### src/rtl/fp_mac_sequencer_pkg.sv
// Shared types and constants for the FP MAC front-panel sequencer.
package fp_mac_seq_pkg;

  localparam int FP_W = 16;
  localparam logic [FP_W-1:0] ERR_CODE = 16'hDEAD;

  // Encoding doubles as the status LED bit index.
  typedef enum logic [2:0] {
    IDLE    = 3'd0,
    ENTRY_A = 3'd1,
    ENTRY_B = 3'd2,
    ISSUE   = 3'd3,
    WAIT    = 3'd4
  } state_e;

  function automatic logic [4:0] state_onehot(input state_e s);
    return 5'b00001 << s;
  endfunction

endpackage

### src/rtl/fp_mac_sequencer_if.sv
// Start/done handshake and operand/result bus between the sequencer and the MAC core.
interface fp_mac_sequencer_if;
  import fp_mac_seq_pkg::*;

  // mac_start is a one-cycle request with mac_a/mac_b held stable; the core answers
  // later with a one-cycle mac_done, mac_result valid only in that cycle. No backpressure.
  logic [FP_W-1:0] mac_a;
  logic [FP_W-1:0] mac_b;
  logic            mac_start;
  logic            mac_done;
  logic [FP_W-1:0] mac_result;

  modport master (output mac_a, mac_b, mac_start, input mac_done, mac_result);
  modport slave  (input mac_a, mac_b, mac_start, output mac_done, mac_result);

endinterface

### src/rtl/fp_mac_sequencer_keypad_scanner.sv
// 4x4 keypad column scanner with row synchronizer and per-round debounce.
module keypad_scanner
  import fp_mac_seq_pkg::*;
#(
  parameter int SCAN_DIV  = 1000,
  parameter int DEB_SCANS = 4
) (
  input  logic       clk_i,
  input  logic       rst_ni,
  input  logic [3:0] key_row_i,
  output logic [3:0] key_col_o,
  output logic       key_valid_o,
  output logic [3:0] key_code_o
);

  localparam int DIV_W = $clog2(SCAN_DIV + 1);
  localparam int DEB_W = $clog2(DEB_SCANS + 1);
  localparam logic [DIV_W-1:0] DIV_LAST = DIV_W'(SCAN_DIV - 1);
  localparam logic [DEB_W-1:0] DEB_FULL = DEB_W'(DEB_SCANS);

  logic [DIV_W-1:0] div_q;
  logic [1:0]       col_q;
  logic [3:0]       row_s1_q, row_s2_q;
  logic             round_hit_q;
  logic [3:0]       round_code_q;
  logic [3:0]       last_code_q;
  logic [DEB_W-1:0] stable_q;
  logic             armed_q;
  logic             key_valid_q;
  logic [3:0]       key_code_q;

  logic             sample, round_end, hit_d, same;
  logic [1:0]       row_idx;
  logic [3:0]       code_now;
  logic [DEB_W-1:0] stable_nx;

  // Rows are sampled in the last cycle of each column slot, so the 2-flop sync has settled.
  always_comb begin
    sample    = (div_q == DIV_LAST);
    round_end = sample && (col_q == 2'd3);
    if      (!row_s2_q[0]) row_idx = 2'd0;
    else if (!row_s2_q[1]) row_idx = 2'd1;
    else if (!row_s2_q[2]) row_idx = 2'd2;
    else                   row_idx = 2'd3;
    hit_d    = round_hit_q || (row_s2_q != 4'hF);
    code_now = round_hit_q ? round_code_q : {row_idx, col_q};
    same     = hit_d && (stable_q != '0) && (code_now == last_code_q);
    if (!hit_d)                    stable_nx = '0;
    else if (!same)                stable_nx = DEB_W'(1);
    else if (stable_q == DEB_FULL) stable_nx = stable_q;
    else                           stable_nx = stable_q + 1'b1;
  end

  always_ff @(posedge clk_i or negedge rst_ni) begin
    if (!rst_ni) begin
      div_q        <= '0;
      col_q        <= '0;
      row_s1_q     <= '0;
      row_s2_q     <= '0;
      round_hit_q  <= 1'b0;
      round_code_q <= '0;
      last_code_q  <= '0;
      stable_q     <= '0;
      armed_q      <= 1'b1;
      key_valid_q  <= 1'b0;
      key_code_q   <= '0;
    end else begin
      row_s1_q    <= key_row_i;
      row_s2_q    <= row_s1_q;
      key_valid_q <= 1'b0;
      if (sample) begin
        div_q <= '0;
        col_q <= col_q + 2'd1;
      end else begin
        div_q <= div_q + 1'b1;
      end
      if (round_end) begin
        round_hit_q <= 1'b0;
        stable_q    <= stable_nx;
        if (hit_d) last_code_q <= code_now;
        // A key is re-armed only by a complete round with no row low.
        if (!hit_d) begin
          armed_q <= 1'b1;
        end else if (armed_q && stable_nx == DEB_FULL) begin
          armed_q     <= 1'b0;
          key_valid_q <= 1'b1;
          key_code_q  <= code_now;
        end
      end else if (sample) begin
        round_hit_q  <= hit_d;
        round_code_q <= code_now;
      end
    end
  end

  assign key_col_o   = ~(4'b0001 << col_q);
  assign key_valid_o = key_valid_q;
  assign key_code_o  = key_code_q;

endmodule

### src/rtl/fp_mac_sequencer.sv
// Front-panel sequencer: keypad operand entry, ns_button stepping, one MAC per ISSUE.
// Build option FP_SEQ_TIMEOUT_EN: abandon WAIT after TIMEOUT cycles and show ERR_CODE.
module fp_mac_sequencer
  import fp_mac_seq_pkg::*;
#(
  parameter int SCAN_DIV  = 1000,
  parameter int DEB_SCANS = 4,
  parameter int BTN_DEB   = 16,
  parameter int TIMEOUT   = 64
) (
  input  logic                clk,
  input  logic                rst,
  input  logic                ns_button,
  input  logic [3:0]          key_row,
  output logic [3:0]          key_col,
  fp_mac_sequencer_if.master  mac,
  output logic [FP_W-1:0]     disp_value,
  output logic [4:0]          status_leds
);

  localparam int BTN_W = $clog2(BTN_DEB + 1);
  localparam logic [BTN_W-1:0] BTN_LAST = BTN_W'(BTN_DEB - 1);

  state_e state_q, state_d;
  logic [FP_W-1:0] mac_a_q, mac_b_q, result_q;
  logic            show_q;
  logic            btn_s1_q, btn_s2_q, btn_armed_q, ns_press_q;
  logic [BTN_W-1:0] btn_cnt_q;
  logic            key_valid, btn_level, timeout;
  logic [3:0]      key_code;

  keypad_scanner #(.SCAN_DIV(SCAN_DIV), .DEB_SCANS(DEB_SCANS)) u_scan (
    .clk_i       (clk),
    .rst_ni      (rst),
    .key_row_i   (key_row),
    .key_col_o   (key_col),
    .key_valid_o (key_valid),
    .key_code_o  (key_code)
  );

  // While armed we time a stable low; after a press we time a stable high to re-arm.
  assign btn_level = btn_armed_q ? ~btn_s2_q : btn_s2_q;

  always_ff @(posedge clk or negedge rst) begin
    if (!rst) begin
      btn_s1_q    <= 1'b0;
      btn_s2_q    <= 1'b0;
      btn_cnt_q   <= '0;
      btn_armed_q <= 1'b1;
      ns_press_q  <= 1'b0;
    end else begin
      btn_s1_q   <= ns_button;
      btn_s2_q   <= btn_s1_q;
      ns_press_q <= 1'b0;
      if (!btn_level) begin
        btn_cnt_q <= '0;
      end else if (btn_cnt_q == BTN_LAST) begin
        btn_cnt_q   <= '0;
        btn_armed_q <= ~btn_armed_q;
        ns_press_q  <= btn_armed_q;
      end else begin
        btn_cnt_q <= btn_cnt_q + 1'b1;
      end
    end
  end

`ifdef FP_SEQ_TIMEOUT_EN
  localparam int TO_W = $clog2(TIMEOUT + 1);
  logic [TO_W-1:0] wait_cnt_q;

  assign timeout = (state_q == WAIT) && (wait_cnt_q == TO_W'(TIMEOUT - 1));

  always_ff @(posedge clk or negedge rst) begin
    if (!rst) wait_cnt_q <= '0;
    else      wait_cnt_q <= (state_q == WAIT) ? wait_cnt_q + 1'b1 : '0;
  end
`else
  assign timeout = 1'b0;
`endif

  always_ff @(posedge clk or negedge rst) begin
    if (!rst) state_q <= IDLE;
    else      state_q <= state_d;
  end

  always_comb begin
    state_d = state_q;
    case (state_q)
      IDLE:    if (ns_press_q) state_d = ENTRY_A;
      ENTRY_A: if (ns_press_q) state_d = ENTRY_B;
      ENTRY_B: if (ns_press_q) state_d = ISSUE;
      ISSUE:   state_d = WAIT;
      WAIT:    if (mac.mac_done || timeout) state_d = IDLE;
      default: state_d = IDLE;
    endcase
  end

  // Operand shifts happen in the same cycle as a state advance, so a coincident key lands first.
  always_ff @(posedge clk or negedge rst) begin
    if (!rst) begin
      mac_a_q  <= '0;
      mac_b_q  <= '0;
      result_q <= '0;
      show_q   <= 1'b0;
    end else begin
      case (state_q)
        IDLE: if (ns_press_q) begin
          mac_a_q <= '0;
          mac_b_q <= '0;
          show_q  <= 1'b0;
        end
        ENTRY_A: if (key_valid) mac_a_q <= {mac_a_q[11:0], key_code};
        ENTRY_B: if (key_valid) mac_b_q <= {mac_b_q[11:0], key_code};
        WAIT: if (mac.mac_done) begin
          result_q <= mac.mac_result;
          show_q   <= 1'b1;
        end else if (timeout) begin
          result_q <= ERR_CODE;
          show_q   <= 1'b1;
        end
        default: ;
      endcase
    end
  end

  always_comb begin
    mac.mac_start = (state_q == ISSUE);
    status_leds   = state_onehot(state_q);
    case (state_q)
      ENTRY_A:             disp_value = mac_a_q;
      ENTRY_B, ISSUE, WAIT: disp_value = mac_b_q;
      default:             disp_value = show_q ? result_q : '0;
    endcase
  end

  assign mac.mac_a = mac_a_q;
  assign mac.mac_b = mac_b_q;

endmodule
### src/flat_wrapper.sv
// flat-port wrapper written by rule: the top's interface ports become plain ports
module fp_mac_sequencer_flat import fp_mac_seq_pkg::*;
#(
  parameter int SCAN_DIV  = 1000,
  parameter int DEB_SCANS = 4,
  parameter int BTN_DEB   = 16,
  parameter int TIMEOUT   = 64
)
  (clk, rst, ns_button, key_row, key_col, disp_value, status_leds, mac_mac_a, mac_mac_b, mac_mac_start, mac_mac_done, mac_mac_result);
  fp_mac_sequencer_if mac_i ();
  input  logic clk;
  input  logic rst;
  input  logic ns_button;
  input  logic [3:0] key_row;
  output logic [3:0] key_col;
  output logic [FP_W-1:0] disp_value;
  output logic [4:0] status_leds;
  output wire logic [$bits(mac_i.mac_a)-1:0] mac_mac_a;
  output wire logic [$bits(mac_i.mac_b)-1:0] mac_mac_b;
  output wire logic [$bits(mac_i.mac_start)-1:0] mac_mac_start;
  input wire logic [$bits(mac_i.mac_done)-1:0] mac_mac_done;
  input wire logic [$bits(mac_i.mac_result)-1:0] mac_mac_result;
  assign mac_mac_a = mac_i.mac_a;
  assign mac_mac_b = mac_i.mac_b;
  assign mac_mac_start = mac_i.mac_start;
  assign mac_i.mac_done = mac_mac_done;
  assign mac_i.mac_result = mac_mac_result;
  fp_mac_sequencer #(.SCAN_DIV(SCAN_DIV), .DEB_SCANS(DEB_SCANS), .BTN_DEB(BTN_DEB), .TIMEOUT(TIMEOUT)) u_core (.clk(clk), .rst(rst), .ns_button(ns_button), .key_row(key_row), .key_col(key_col), .mac(mac_i), .disp_value(disp_value), .status_leds(status_leds));
endmodule
### config.mk
export PLATFORM = sky130hd
export DESIGN_NAME = fp_mac_sequencer_flat
export DESIGN_NICKNAME = d
export VERILOG_FILES = /design/src/rtl/fp_mac_sequencer_pkg.sv /design/src/rtl/fp_mac_sequencer_if.sv /design/src/rtl/fp_mac_sequencer_keypad_scanner.sv /design/src/rtl/fp_mac_sequencer.sv /design/src/flat_wrapper.sv
export SDC_FILE = /design/constraint.sdc
export NUM_CORES = 1
export LEC_CHECK = 0
export BUFFER_PORTS_ARGS = -buffer_cell sky130_fd_sc_hd__buf_2
export CORE_MARGIN = 1
export CORE_UTILIZATION = 50
export DETAILED_ROUTE_END_ITERATION = 16
export GPL_TIMING_DRIVEN = 1
export PLACE_DENSITY = 0.77
export SYNTH_ARGS = -nofsm -noshare
export SYNTH_HDL_FRONTEND = slang
export SYNTH_SLANG_ARGS = --single-unit
### constraint.sdc
create_clock -name clk -period 2.4 [get_ports clk]
set_input_delay 0.72 -clock clk [delete_from_list [all_inputs] [get_ports clk]]
set_output_delay 0.72 -clock clk [all_outputs]
set_load 0.02 [all_outputs]
==> results_dict.tcl <==
set metrics [dict create \
    status "complete, but fails checks" \
    violations "setup timing" \
    hp-class "input pin to async pin" \
    clock_sinks 99 \
    grt_remaining_overflow 0 \
    die_w_um 96.8 \
    synth-seq-cells 99 \
    met2_usage_pct 35.5 \
    grtUsageTotal_pct 21.1 \
    slew_headroom_pct 39.7 \
    synth-seq-area-share_pct 55.2 \
    vias 3494 \
    synth-warning-count 0 \
    syn_inst 430 \
    reg2reg_depth 6 \
    fin_skew_ns 0.0158 \
    ir_drop_uv 307 \
    synth_edf_count 0 \
    numCtsBuffers 9 \
    grt_use_met3_pct 4.05 \
    yosysUniqueCellTypes 48 \
    tritoncts "done" \
    core_mm2 0.00872 \
    dpl.hpwl_mm 6.58 \
    grt_pass1_wl_mm 16.0 \
    setup_violations 16 \
    drv_cap 0 \
    ant_nets 0 \
    final_common_cell "dfrtp_1" \
    synth.cell_area_mm2 0.00449 \
    drc 0 \
    io_buffers 81 \
    n_antenna_cell 0 \
    drt-pass1-iter-count 7 \
    final_cell_mix "96 x dfrtp_1, 83 x nand2_1, 69 x buf_2" \
    drt-vias-per-instance 5.49 \
    first_iter_violations 205 \
    place_congestion 0.802 \
    p_leak_nw 2.80 \
    layout_setup_ws_ns -0.224 \
    fin_nets 556 \
    path_class "register to output pin" \
    ios 82 \
    antenna_found_initial 0 \
    insertion_delay_ns 0.37 \
    startpoint_type "register" \
    start_util_pct 51.5 \
    final-max-slew-violation-count 0 \
    tightestPinTransition_ns 0.905 \
    die_area_mm2 0.00937 \
    utilization_pct 62.6 \
    grt_use_met1_pct 27.1 \
    grt_setup_unrepaired "yes" \
    synth_ff_type "dfrtp_1" \
    fmax_mhz 381 \
    syn_nets 462 \
    worst_ep_arrival_time_ns 1.90 \
    fin_crit_sh_pct 109 \
    power.total_mw 2.79 \
    synth-async-reset-ratio_pct 100 \
    wl_per_cell_um 14.6 \
    hold_violations 0 \
    htreeDepth 3 \
    fp-row-count 34 \
    grt_max_degree 58 \
    busiest_layer "met2" \
    setup-tns-final_ns -2.82 \
    clockBufferDepth 2 \
    hold_buffers 0 \
    avgSynthCellArea_um2 10.4 \
    period_needed_ns 2.62 \
    clk_pin_slew_ns 0.10 \
    required_ns 1.68 \
    path_max_fanout 16 \
    drt_wl_total_mm 9.31 \
    p_per_area_mw_per_mm2 511 \
    cts_root_buf "clkbuf_8" \
    drive_gt1_share_pct 29.9 \
    syn_to_final_growth_pct 21.4 \
    die_h_um 96.8 \
    grt_pass1_vias 3423 \
    end_kind "output pin" \
]
report_power, final:
part	total [mW]	switching [mW]	internal [mW]
Sequential	1.69	0.00757	1.68
Clock	1.02	0.618	0.404
Combinational	0.0766	0.0492	0.0274
cell families (layout without fill, tap and decap cells):
logic type | Yosys count | after routing | share of synthesized area, %
compound gates | 81 | 81 | 11.7
xor+xnor | 14 | 14 | 2.73
fa+ha+maj | 8 | 8 | 2.23
buf+inv | 51 | 150 | 4.37
flops | 99 | 99 | 55.2
mux | 27 | 27 | 6.79
simple gates | 150 | 150 | 17.0
sequential cells by signal, indices dropped and copies added, names as in the netlist, 2 cells and up:
register	count
u_core.result_q	16
u_core.mac.mac_a	16
u_core.u_scan.round_code_q	4
u_core.u_scan.last_code_q	4
u_core.mac.mac_b	16
u_core.u_scan.col_q	2
u_core.state_q	3
u_core.u_scan.div_q	10
u_core.u_scan.row_s2_q	4
u_core.btn_cnt_q	5
u_core.u_scan.stable_q	3
u_core.u_scan.row_s1_q	4
u_core.u_scan.key_code_o	4
cell usage after synthesis, drive strengths merged (2+ instances only):
cell type	instances	area share, %
nand2	83	6.9
nor4	3	1.1
nor2	19	1.6
mux2	22	5.7
nand3	5	0.56
nand2b	4	0.61
and3	8	1.1
clkbuf	19	1.6
nand4	3	0.42
nand3b	3	0.78
a21o	2	0.33
nor2b	8	1.1
xnor2	7	1.4
a21oi	11	1.2
a22o	2	0.39
dfrtp	97	54
inv	30	2.5
mux2i	5	1.1
ha	8	2.2
nor3	3	0.45
xor2	7	1.4
o211ai	2	0.33
o21ai	39	4.3
dfstp	2	1.2
a222oi	16	3.6
buf	2	0.28
a31oi	2	0.28
and2	3	0.42
o22ai	2	0.28
final cells by class:
class	instances	area [um2]
inverters	30	113
flip-flops and latches	99	2480
multi-input cells	280	1860
repair buffers	104	682
clock buffers	9	124
well taps	108	135
fillers	708	3270
clock inverters	7	65.1
worst max-delay path: stages (launching register included):
cell and delay, ns:
dfrtp_1 0.41, nor2b_4 0.17, nor2b_4 0.20, nor3b_4 0.07, buf_12 0.15, a222oi_1 0.30
inv_1 0.10, buf_6 0.14
final timing paths:
| path | from | to | slack (ns) |
|---|---|---|---|
| worst max-delay path | u_core.state_q[0] | disp_value[5] | -0.22 |
| worst min-delay path | rst | u_core.result_q[0] | 0.25 |
| worst max register to register | u_core.u_scan.div_q[0] | u_core.u_scan.key_code_o[3] | 0.22 |
| worst min register to register | u_core.u_scan.row_s1_q[0] | u_core.u_scan.row_s2_q[0] | 0.36 |
| max in group asynchronous | rst | u_core.u_scan.armed_q | 1.54 |
| min in group clk | u_core.u_scan.row_s1_q[0] | u_core.u_scan.row_s2_q[0] | 0.36 |
layer usage:
layer	vias up	routed length (um)
met2	123	4650
met4	0	139
li1	1672	-
met5	-	0
met3	11	527
met1	1688	4000
through the flow:
stage               hold slack [ns]  area (um2)  worst slack [ns]  cells
global placement              0.332        5130             0.160    617
global route                  0.272        5460            -0.365    637
detailed placement            0.336        5130            0.0446    617
floorplan                     0.331        4500            0.0254    430
finish                        0.252        5460            -0.224    637
CTS                           0.251        5450            -0.219    637
what timing repair did:
action                     CTS  global route
hold endpoints to repair     0             0
setup endpoints to repair   17            16
buffers inserted             3             1
gates resized for setup     30             3
pin swaps                    2             9
cloned                       1             0
Power figures use the tool's default switching activity.
